**config.mk**
```make
export PLATFORM = sky130hd
export DESIGN_NAME = bp_be_late_wb_arbiter
export DESIGN_NICKNAME = d
export VERILOG_FILES = /design/src/rtl/bp_be_late_wb_arbiter.sv
export SDC_FILE = /design/constraint.sdc
export NUM_CORES = 1
export LEC_CHECK = 0
export CAP_MARGIN = 20
export CORE_AREA = 2 2 131 158
export DETAILED_ROUTE_END_ITERATION = 8
export DIE_AREA = 0 0 133 160
export PLACE_DENSITY = 0.84
export SLEW_MARGIN = 20
export SYNTH_ARGS = -nofsm -noshare
export SYNTH_HDL_FRONTEND = slang
export SYNTH_SLANG_ARGS = --single-unit
```
**constraint.sdc**
```tcl
create_clock -name clk_i -period 16.9 [get_ports clk_i]
set_input_delay 3.38 -clock clk_i [delete_from_list [all_inputs] [get_ports clk_i]]
set_output_delay 3.38 -clock clk_i [all_outputs]
set_load 0.02 [all_outputs]
```
**src/rtl/bp_be_late_wb_arbiter.sv**
```systemverilog
// Late-writeback arbiter: one holding buffer per long-latency producer,
// round-robin selection among full buffers, a selection lock held under
// backpressure, and a starvation counter that raises a force request.
module bp_be_late_wb_arbiter #(
   parameter int num_src_p        = 3,
   parameter int data_width_p     = 64,
   parameter int reg_addr_width_p = 5,
   parameter int fflags_width_p   = 5,
   parameter int starve_limit_p   = 8
) (
   input  logic                                   clk_i,
   input  logic                                   reset_i,

   input  logic [num_src_p-1:0]                   src_v_i,
   output logic [num_src_p-1:0]                   src_ready_and_o,
   input  logic [num_src_p*reg_addr_width_p-1:0]  src_rd_addr_i,
   input  logic [num_src_p*data_width_p-1:0]      src_rd_data_i,
   input  logic [num_src_p-1:0]                   src_ird_w_v_i,
   input  logic [num_src_p-1:0]                   src_frd_w_v_i,
   input  logic [num_src_p-1:0]                   src_ptw_w_v_i,
   input  logic [num_src_p*fflags_width_p-1:0]    src_fflags_i,

   output logic                                   late_wb_v_o,
   output logic                                   late_wb_force_o,
   output logic [reg_addr_width_p-1:0]            late_wb_rd_addr_o,
   output logic [data_width_p-1:0]                late_wb_rd_data_o,
   output logic                                   late_wb_ird_w_v_o,
   output logic                                   late_wb_frd_w_v_o,
   output logic                                   late_wb_ptw_w_v_o,
   output logic [fflags_width_p-1:0]              late_wb_fflags_o,
   input  logic                                   late_wb_yumi_i,
   output logic [$clog2(num_src_p)-1:0]           late_wb_src_o
);

   localparam int sel_w_lp = $clog2(num_src_p);
   localparam int idx_w_lp = sel_w_lp + 1;
   localparam int cnt_w_lp = $clog2(starve_limit_p + 1);
   localparam logic [sel_w_lp-1:0] last_src_lp  = sel_w_lp'(num_src_p - 1);
   localparam logic [cnt_w_lp-1:0] starve_max_lp = cnt_w_lp'(starve_limit_p);

   logic [num_src_p-1:0]         buf_v_r;
   logic [reg_addr_width_p-1:0]  buf_rd_addr_r [num_src_p];
   logic [data_width_p-1:0]      buf_rd_data_r [num_src_p];
   logic [num_src_p-1:0]         buf_ird_r;
   logic [num_src_p-1:0]         buf_frd_r;
   logic [num_src_p-1:0]         buf_ptw_r;
   logic [fflags_width_p-1:0]    buf_fflags_r  [num_src_p];

   logic [sel_w_lp-1:0]          rr_ptr_r;
   logic [sel_w_lp-1:0]          lock_sel_r;
   logic                         lock_v_r;
   logic [cnt_w_lp-1:0]          wait_cnt_r;

   logic [sel_w_lp-1:0]          rr_sel;
   logic [idx_w_lp-1:0]          scan_idx;
   logic [sel_w_lp-1:0]          sel;
   logic                         any_v;
   logic [num_src_p-1:0]         deq;
   logic [num_src_p-1:0]         enq;

   // Round-robin scan from rr_ptr; scanning farthest-first lets the nearest valid buffer win
   always_comb begin
      rr_sel   = rr_ptr_r;
      scan_idx = '0;
      for (int unsigned k = 0; k < num_src_p; k++) begin
         scan_idx = {1'b0, rr_ptr_r} + idx_w_lp'(num_src_p - 1 - k);
         if (scan_idx >= idx_w_lp'(num_src_p))
            scan_idx = scan_idx - idx_w_lp'(num_src_p);
         if (buf_v_r[scan_idx[sel_w_lp-1:0]])
            rr_sel = scan_idx[sel_w_lp-1:0];
      end
   end

   assign sel   = lock_v_r ? lock_sel_r : rr_sel;
   assign any_v = |buf_v_r;

   // Per-source drain on accept and enqueue handshake (drain and refill may coincide)
   always_comb begin
      deq = '0;
      for (int unsigned i = 0; i < num_src_p; i++)
         deq[i] = late_wb_yumi_i & (sel == sel_w_lp'(i));
      src_ready_and_o = ~buf_v_r | deq;
      enq             = src_v_i & src_ready_and_o;
   end

   // Buffer valid bits: refill takes precedence over drain
   always_ff @(posedge clk_i or posedge reset_i) begin
      if (reset_i)
         buf_v_r <= '0;
      else
         buf_v_r <= (buf_v_r & ~deq) | enq;
   end

   // Buffer payload capture; contents are only observed while valid, so no reset
   always_ff @(posedge clk_i) begin
      for (int unsigned i = 0; i < num_src_p; i++) begin
         if (enq[i]) begin
            buf_rd_addr_r[i] <= src_rd_addr_i[i*reg_addr_width_p +: reg_addr_width_p];
            buf_rd_data_r[i] <= src_rd_data_i[i*data_width_p +: data_width_p];
            buf_ird_r[i]     <= src_ird_w_v_i[i];
            buf_frd_r[i]     <= src_frd_w_v_i[i];
            buf_ptw_r[i]     <= src_ptw_w_v_i[i];
            buf_fflags_r[i]  <= src_fflags_i[i*fflags_width_p +: fflags_width_p];
         end
      end
   end

   // Round-robin pointer, selection lock and starvation counter
   always_ff @(posedge clk_i or posedge reset_i) begin
      if (reset_i) begin
         rr_ptr_r   <= '0;
         lock_v_r   <= 1'b0;
         lock_sel_r <= '0;
         wait_cnt_r <= '0;
      end else if (late_wb_yumi_i) begin
         rr_ptr_r   <= (sel == last_src_lp) ? '0 : sel + sel_w_lp'(1);
         lock_v_r   <= 1'b0;
         wait_cnt_r <= '0;
      end else if (any_v) begin
         lock_v_r   <= 1'b1;
         lock_sel_r <= sel;
         if (wait_cnt_r != starve_max_lp)
            wait_cnt_r <= wait_cnt_r + cnt_w_lp'(1);
      end
   end

   // Output mux from the selected buffer; all payload forced to zero when idle
   always_comb begin
      late_wb_v_o       = any_v;
      late_wb_force_o   = any_v & (wait_cnt_r == starve_max_lp);
      late_wb_rd_addr_o = '0;
      late_wb_rd_data_o = '0;
      late_wb_ird_w_v_o = 1'b0;
      late_wb_frd_w_v_o = 1'b0;
      late_wb_ptw_w_v_o = 1'b0;
      late_wb_fflags_o  = '0;
      late_wb_src_o     = '0;
      if (any_v) begin
         late_wb_rd_addr_o = buf_rd_addr_r[sel];
         late_wb_rd_data_o = buf_rd_data_r[sel];
         late_wb_ird_w_v_o = buf_ird_r[sel];
         late_wb_frd_w_v_o = buf_frd_r[sel];
         late_wb_ptw_w_v_o = buf_ptw_r[sel];
         late_wb_fflags_o  = buf_fflags_r[sel];
         late_wb_src_o     = sel;
      end
   end

   // Accepting with nothing presented is a consumer protocol error
   yumi_needs_valid: assert property (@(posedge clk_i) disable iff (reset_i)
      late_wb_yumi_i |-> late_wb_v_o);

   // A single writeback may target the integer or the FP file, never both
   for (genvar g = 0; g < num_src_p; g++) begin : g_we_chk
      single_rf_write: assert property (@(posedge clk_i) disable iff (reset_i)
         enq[g] |-> !(src_ird_w_v_i[g] && src_frd_w_v_i[g]));
   end

endmodule

```
# Yosys cells after proc, flatten, opt, wreduce, memory -nomap -nowiden
# Memory sizes are Yosys's and may differ from the RTL's.
# Index checks and enable logic that the tools add are counted.
[classes]
addsub = 7
muxes = 38
multipliers = 0
shift = 0
reduce_logical = 6
n_eq_ne = 4
n_div = 0
n_lt_le_gt_ge = 7
bitwise_logic = 11
[op_table]
columns = ["operator", "n"]
rows = [
  ["$mux W64", 1],
  ["$mux W2", 9],
  ["$mux W1", 17],
  ["$bmux W1 S2", 6],
  ["$lt A2 B3 Y1 const B", 4],
  ["$mux W4", 3],
  ["$mux W5", 2],
  ["$and A3 B3 Y3", 2],
  ["$ge A3 B2 Y1 const B", 2],
  ["$not A3 Y3", 2],
  ["$or A3 B3 Y3", 2],
  ["$sub A2 B2 Y2 const B", 3],
  ["$add A4 B1 Y4 const B", 1],
  ["$and A1 B1 Y1", 4],
  ["$eq A4 B4 Y1 const B", 1],
  ["$ne A4 B4 Y1 const B", 1],
  ["$reduce_and A2 Y1", 2],
  ["$reduce_bool A2 Y1", 2],
  ["$add A2 B1 Y3 const B", 1],
  ["$add A2 B2 Y3 const B", 1],
  ["$reduce_or A3 Y1", 1],
  ["$add A2 B1 Y2 const B", 1],
  ["$eq A2 B1 Y1 const B", 1],
  ["$eq A2 B2 Y1 const B", 1],
  ["3 further kinds", 3],
]
[word_totals]
latchBits = 0
romBits = 0
register_bits = 21
mem_bits_rw = 222
inputBits = 237
wordCells = 90
n_memories = 3
out_inout_bits = 84
[mem_list]
columns = ["memory", "words", "width", "read_ports", "rd_clocked_by_memory_dff", "wr", "line", "source"]
rows = [
  ["buf_rd_data_r", 3, 64, 1, 0, 3, "43", "logic [data_width_p-1:0] buf_rd_data_r [num_src_p];"],
  ["buf_fflags_r", 3, 5, 1, 0, 3, "47", "logic [fflags_width_p-1:0] buf_fflags_r [num_src_p];"],
  ["buf_rd_addr_r", 3, 5, 1, 0, 3, "42", "logic [reg_addr_width_p-1:0] buf_rd_addr_r [num_src_p];"],
]

# Longest topological paths before layout
# Gate-level depths: netlist (run 1).
[depth]
word_depth = 15
depth_mapped = 12
mapped_depth_nobuf = 8

# Worst setup path after synthesis (run 1)
# No wires, ideal clock.
[synth_timing]
path_kind = "input to register"
start = "input port late_wb_yumi_i"
end = "memory buf_fflags_r[0][0] (enable)"
slack_ns = 6.842
t_arrival_ns = 9.427
cell_stages = 3
path_cell_list = "clkbuf_1 > nand3_1 > a21boi_0"
[synth_rtl]
columns = ["item", "line", "source"]
rows = [
  ["start, declared", "31", "input logic late_wb_yumi_i,"],
  ["end, declared", "47", ""],
]

# Final worst setup path (run 1)
[layout_timing]
start = "input port late_wb_yumi_i"
end = "output port src_ready_and_o[1]"
[layout_via]
elab_chain_cells = 2
[layout_lines]
columns = ["item", "line", "source"]
rows = [
  ["$and A1 B1 Y1", "81", "deq[i] = late_wb_yumi_i & (sel == sel_w_lp'(i));"],
  ["$or A3 B3 Y3", "82", "src_ready_and_o = ~buf_v_r | deq;"],
  ["end, declared", "15", "output logic [num_src_p-1:0] src_ready_and_o,"],
]
# Every way passes these cells.

==> out/metrics.csv, run 1 <==
metric;value;unit
status;complete, no violations;
fill_cells;1332;
worstHoldPathCells;2;
first_global_vias;6708;
design_area;0.01375;mm²
min_period;8.714;ns
rsz0062_at_grt;no;
cts-buffers-inserted;24;
hold_viol;0;
cts.sinks;243;
crit_required;13.52;ns
cts_tree;built;
yosysMostFrequentCell;edfxtp_1;
synth_seq_cells;243;
relSlewSlack;34.54;%
synthXorXnorAreaFrac;0.2757;%
syn_avg_cell_area;15.94;µm²
drv_cap;0;
pre_cts_ws;8.230;ns
wl_per_cell;20.31;µm
vias;6250;
grt_max_degree;92;
overflow;0;
first_pass_iters;4;
areaGrowthSynthToFinish;44.27;%
io_pins;321;
reg2reg_to;buf_rd_data_r[2][13]$_DFFE_PP_;
antenna_found_initial;2;
hold_end;lock_sel_r[0]$_DFFE_PP0P_;
place_area;0.01292;mm²
synth_compound_area_share;9.938;%
max_freq;114.8;MHz
place.port_buffers;320;
synth_top_area_cell;edfxtp_1;
yosys.area_share.adder;0.6564;%
path_class;input pin to output port;
final_core_util;69.10;%
globalplace.congestion;0.7992;
vias_per_cell;5.213;
drive_gt1_share;5.579;%
worst_slack;8.186;ns
initialDrtViolationCount;433;
nets;1156;
grt_pass1_wl;36.57;mm
cp-start-kind;input pin;
synth.net_count;840;
track_usage;22.59;%
ant_nets;0;
cts_hold_buf;0;
fin_skew;0.008213;ns
worst_pin_slew;0.9818;ns
h-tree-depth;1;
final-setup-viol-count;0;
die_w;133;µm
yosys-mux-area-fraction;7.982;%
synth_edf_count;231;
dpl.hpwl;15.69;mm
postCtsSetupBuffers;0;
synth_common_cells;edfxtp_1 (231), a21oi_1 (83), o21ai_0 (77);
p_leak;0.004987;µW
p_per_area;179.1;mW/mm²
clk_pin_slew;0.06;ns
synth_cell_types;37;
critPathMaxFanout;12;
wl;24.35;mm
rr_startpoint;rr_ptr_r[0]$_DFFE_PP0P_;
async_flop_share;4.938;%
synth_area_leaders;edfxtp_1 (73%), mux2i_1 (8.0%), a21oi_1 (4.4%);
initial_utilization;47.90;%
coreArea;0.01990;mm²
die_y;160;µm
reg2reg_depth;10;
hold_class;flip-flop to flip-flop;
cts-root-buf;clkbuf_16;
clock_latency;0.51;ns
ir_worst_vdd;0.1206;mV
yosysWarnings;0;
cts_buffer_depth;3;
critPathCaptureType;output port;
synth_cells;598;
synthFlopType;edfxtp_1;
synth_area;0.009530;mm²
synthSimpleGateAreaFrac;2.258;%
dieArea;0.02128;mm²
cts_resized;0;
arrival;5.33;ns
synth_top_area_share;72.78;%
num_rows;57;
period_share;51.56;%
synth_top_family_by_area;compound AO/OA/AOI/OAI gates;
remaining_drc_errors;0;
slew_viol_final;0;
reg2reg_slack;12.59;ns
min_from;lock_sel_r[0]$_DFFE_PP0P_;
setup-tns-final;0;ns
synth-seq-area-share;75.94;%
==> how the worst max path moves through the flow <==
| stage | depth (start not counted) | endpoint | slack (ns) | start |
|---|---|---|---|---|
| global route | 4 | src_ready_and_o[1] | 8.10 | late_wb_yumi_i |
| floorplan | 3 | buf_fflags_r[0][0]$_DFFE_PP_ | 6.84 | late_wb_yumi_i |
| global placement | 4 | src_ready_and_o[1] | 8.31 | late_wb_yumi_i |
| CTS | 4 | src_ready_and_o[1] | 8.21 | late_wb_yumi_i |
| finish | 4 | src_ready_and_o[1] | 8.19 | late_wb_yumi_i |
| detailed placement | 4 | src_ready_and_o[1] | 8.23 | late_wb_yumi_i |
==> critical path, cell delays in order <==
cell and delay [ns]:
clkdlybuf4s50_1 0.78, inv_1 0.08, o31ai_1 0.41, clkdlybuf4s50_1 0.68
==> registers in the layout (all words and copies together) (netlist names), 3 cells and up <==
name,cells
wait_cnt_r,4
buf_frd_r,3
buf_rd_data_r,192
buf_v_r,3
buf_ird_r,3
buf_ptw_r,3
buf_fflags_r,15
buf_rd_addr_r,15
==> where the power goes <==
group	total, µW	internal, µW	switching, µW
combinational	1080	465	619
clock	544	330	214
sequential	835	801	34.0
total	2460	1600	867
==> cells by family after synthesis <==
family | after synthesis
flops | 243
compound gates | 178
mux | 76
buf+inv | 49
simple gates | 44
fa+ha+maj | 5
xor+xnor | 3
==> layer usage <==
metal	up-vias	share of wire (%)	global-route usage, %
li1	2930	-	-
met1	2985	36	25.10
met2	253	53	40.34
met3	82	5.8	4.730
met4	0	5.1	12.37
met5	-	0	0
==> cell usage in the layout (no fill, tap or decap), types with 6 or more instances in the layout <==
cell / instances
dfrtp_1: 12
a21oi_1: 82
buf_4: 6
nand3_1: 9
clkinv_1: 6
clkdlybuf4s50_1: 320
o21ai_0: 77
inv_1: 10
mux2i_1: 76
clkbuf_16: 25
nand2_1: 10
edfxtp_1: 231
nor2_1: 11
==> per-stage QoR <==
stage               cells  power (µW)  hold slack [ns]
CTS                  1197        2488           0.5373
global route         1199        2577           0.5681
finish               1199        2463           0.5359
floorplan             598        1485           0.4948
detailed placement   1153        1936           0.5231
global placement     1153        1914           0.5103
==> area by class of cell <==
type	count	area (µm²)	area share, %
Tap cell	265	331.6	2.412
Timing Repair Buffer	328	3271	23.79
Clock buffer	28	636.9	4.632
Clock inverter	16	175.2	1.274
Inverter	11	41.29	0.3003
Antenna cell	2	5.005	0.03640
Sequential cell	243	7237	52.63
Multi-Input combinational cell	306	2052	14.92
Power figures use the tool's default switching activity.
==> run 2: changes to the inputs <==
- CORE_AREA: 2 2 131 158 -> 2 2 135 163
- DIE_AREA: 0 0 133 160 -> 0 0 137 165
- PLACE_DENSITY: 0.84 -> 0.8
- clock period: 16.9 -> 8.65 ns (I/O delays scaled with it)
==> run 2 against run 1 <==
Effect of this change:
- total power rose by 93%
- sequential share of layout area up 0.15 points
- routed wire length is 4.1% higher
- critical path type is now flip-flop to output port
- worst setup slack got worse by 5.6 ns
- worst hold slack better by 0.023 ns
- non-clock buffer count increased by 1
- core utilization fell by 3.5 points
- via count up 1.6%
- register-to-register slack worse by 7.7 ns
- combinational power up 95%
- clock power grew 86%
- clock-buffer cell count up 2
==> out/metrics.csv, run 2 (synthesis gave the netlist of run 1 again) <==
metric;value;unit;change
postCtsSetupBuffers;0;;unchanged
period_share;70.54;%;
antenna_found_initial;2;;unchanged
die_y;165;µm;+3.1%
cts_hold_buf;0;;unchanged
cts_resized;0;;unchanged
vias;6350;;+1.6%
coreArea;0.02090;mm²;+5.0%
h-tree-depth;1;;unchanged
drive_gt1_share;5.359;%;-0.22 points
largest-register;buf_rd_data_r;;
cp_top_family;compound AO/OA/AOI/OAI gates;;
path_cells;inv_1, ha_1, a21bo_2, o21ba_2, o211ai_2, o211a_4, buf_4, o21ai_0, a21oi_1, clkdlybuf4s50_1;;
p_per_area;346.8;mW/mm²;+94%
min_period;6.102;ns;
worst_pin_slew;0.9851;ns;+0.003280 ns
timing.hold.ws;0.5588;ns;+0.02293 ns
overflow;0;;unchanged
hold_viol;0;;unchanged
max_freq;163.9;MHz;
p_leak;0.004965;µW;-0.45%
critPathCaptureType;output port;;
first_global_vias;6469;;-3.6%
io_pins;321;;unchanged
path_class;flip-flop to output port;;
largest_reg_flops;192;;unchanged
dpl.hpwl;17.25;mm;+9.9%
wl_per_cell;21.05;µm;+3.7%
place_area;0.01294;mm²;+0.11%
relSlewSlack;34.33;%;-0.22 points
initialDrtViolationCount;406;;-6.2%
regArea;0.007237;mm²;unchanged
grt_pass1_wl;36.63;mm;+0.17%
rsz0062_at_grt;no;;
place.port_buffers;320;;unchanged
cp-start-kind;flip-flop;;
globalplace.congestion;0.7907;;-1.1%
initial_utilization;45.60;%;-2.3 points
nets;1158;;+0.17%
setup-tns-final;0;ns;unchanged
num_rows;58;;+1.8%
fill_cells;1502;;+13%
fin_skew;0.005942;ns;-0.002271 ns
drv_cap;0;;unchanged
hold_class;flip-flop to flip-flop;;
slowest_stage;o211a_4;;
die_w;137;µm;+3.0%
track_usage;21.78;%;-0.81 points
crit_required;6.92;ns;-6.60 ns
design_area;0.01371;mm²;-0.28%
areaGrowthSynthToFinish;43.86;%;
final_core_util;65.60;%;-3.5 points
final-setup-viol-count;0;;unchanged
vias_per_cell;5.274;;+1.2%
arrival;4.37;ns;-0.96 ns
critPathBufInv;3;;unchanged
critPathMaxFanout;97;;+85
cts_tree;built;;
status;complete, no violations;;
multiInputGateArea;0.002052;mm²;unchanged
mostFrequentLayoutCell;clkdlybuf4s50_1;;
cts-buffers-inserted;25;;+4.2%
slew_viol_final;0;;unchanged
ant_nets;0;;unchanged
grt_max_degree;98;;+6.5%
cts_buffer_depth;3;;unchanged
cts.sinks;243;;unchanged
first_pass_iters;5;;+1
cpPeakStageDelay;0.81;ns;+0.03 ns
clk_pin_slew;0.06;ns;about the same
final_cell_mix;clkdlybuf4s50_1 (320), edfxtp_1 (231), a21oi_1 (82);;
clock_latency;0.51;ns;about the same
ir_worst_vdd;0.2735;mV;+130%
remaining_drc_errors;0;;unchanged
reg_top3;buf_rd_data_r x192, buf_fflags_r x15, buf_rd_addr_r x15;;
dieArea;0.02261;mm²;+6.2%
wl;25.35;mm;+4.1%
cts-root-buf;clkbuf_16;;
==> run 2: worst paths after layout <==
kind / to / depth (start not counted) / slack [ns] / from
max in group asynchronous: buf_v_r[0]$_DFF_PP0_ / 2 / 6.77 / reset_i
min: lock_sel_r[0]$_DFFE_PP0P_ / 2 / 0.56 / lock_sel_r[0]$_DFFE_PP0P_
min reg2reg: lock_sel_r[0]$_DFFE_PP0P_ / 2 / 0.56 / lock_sel_r[0]$_DFFE_PP0P_
min in group asynchronous: wait_cnt_r[1]$_DFFE_PP0P_ / 2 / 1.54 / reset_i
max: late_wb_fflags_o[3] / 10 / 2.55 / rr_ptr_r[0]$_DFFE_PP0P_
max reg2reg: buf_rd_data_r[2][22]$_DFFE_PP_ / 9 / 4.92 / rr_ptr_r[1]$_DFFE_PP0P_
==> run 2: where the power goes <==
group / switching, µW / leakage [µW] / internal [µW]
sequential: 66.7 / 0.00226 / 1560
combinational: 1200 / 0.00233 / 910
clock: 427 / 0.000370 / 587
total: 1690 / 0.00496 / 3060
==> run 2: cell type report <==
class / count / share of cell area, %
inverter: 11 / 0.3012
sequential: 243 / 52.78
antenna: 1 / 0.01825
clock inverter: 14 / 0.8578
clock buffer: 30 / 4.700
timing repair buffer: 329 / 23.91
tap: 270 / 2.464
multi-input combinational: 306 / 14.97
==> run 2: tightest hold or removal path, delay by kind of cell, from the launching register on <==
kind,cells,cell delay (ns)
simple gates,1,0.05
compound gates,1,0.12
flops,1,0.34
==> run 2: layer usage <==
| metal | part of all wire (%) | GRT usage, % | up-vias |
|---|---|---|---|
| met5 | 0.051 | 0 | - |
| met4 | 3.7 | 8.857 | 2 |
| met3 | 6.5 | 4.665 | 61 |
| met2 | 54 | 39.15 | 295 |
| met1 | 36 | 25.08 | 3057 |
| li1 | - | - | 2935 |
==> run 2: stage by stage <==
step | setup slack [ns] | cells | total power [µW]
4_1_cts | 2.506 | 1203 | 4795
2_1_floorplan | 0.2423 | 598 | 2901
5_1_grt | 2.276 | 1203 | 4980
3_3_place_gp | 3.263 | 1159 | 3729
6_report | 2.548 | 1204 | 4755
3_5_place_dp | 3.073 | 1159 | 3773
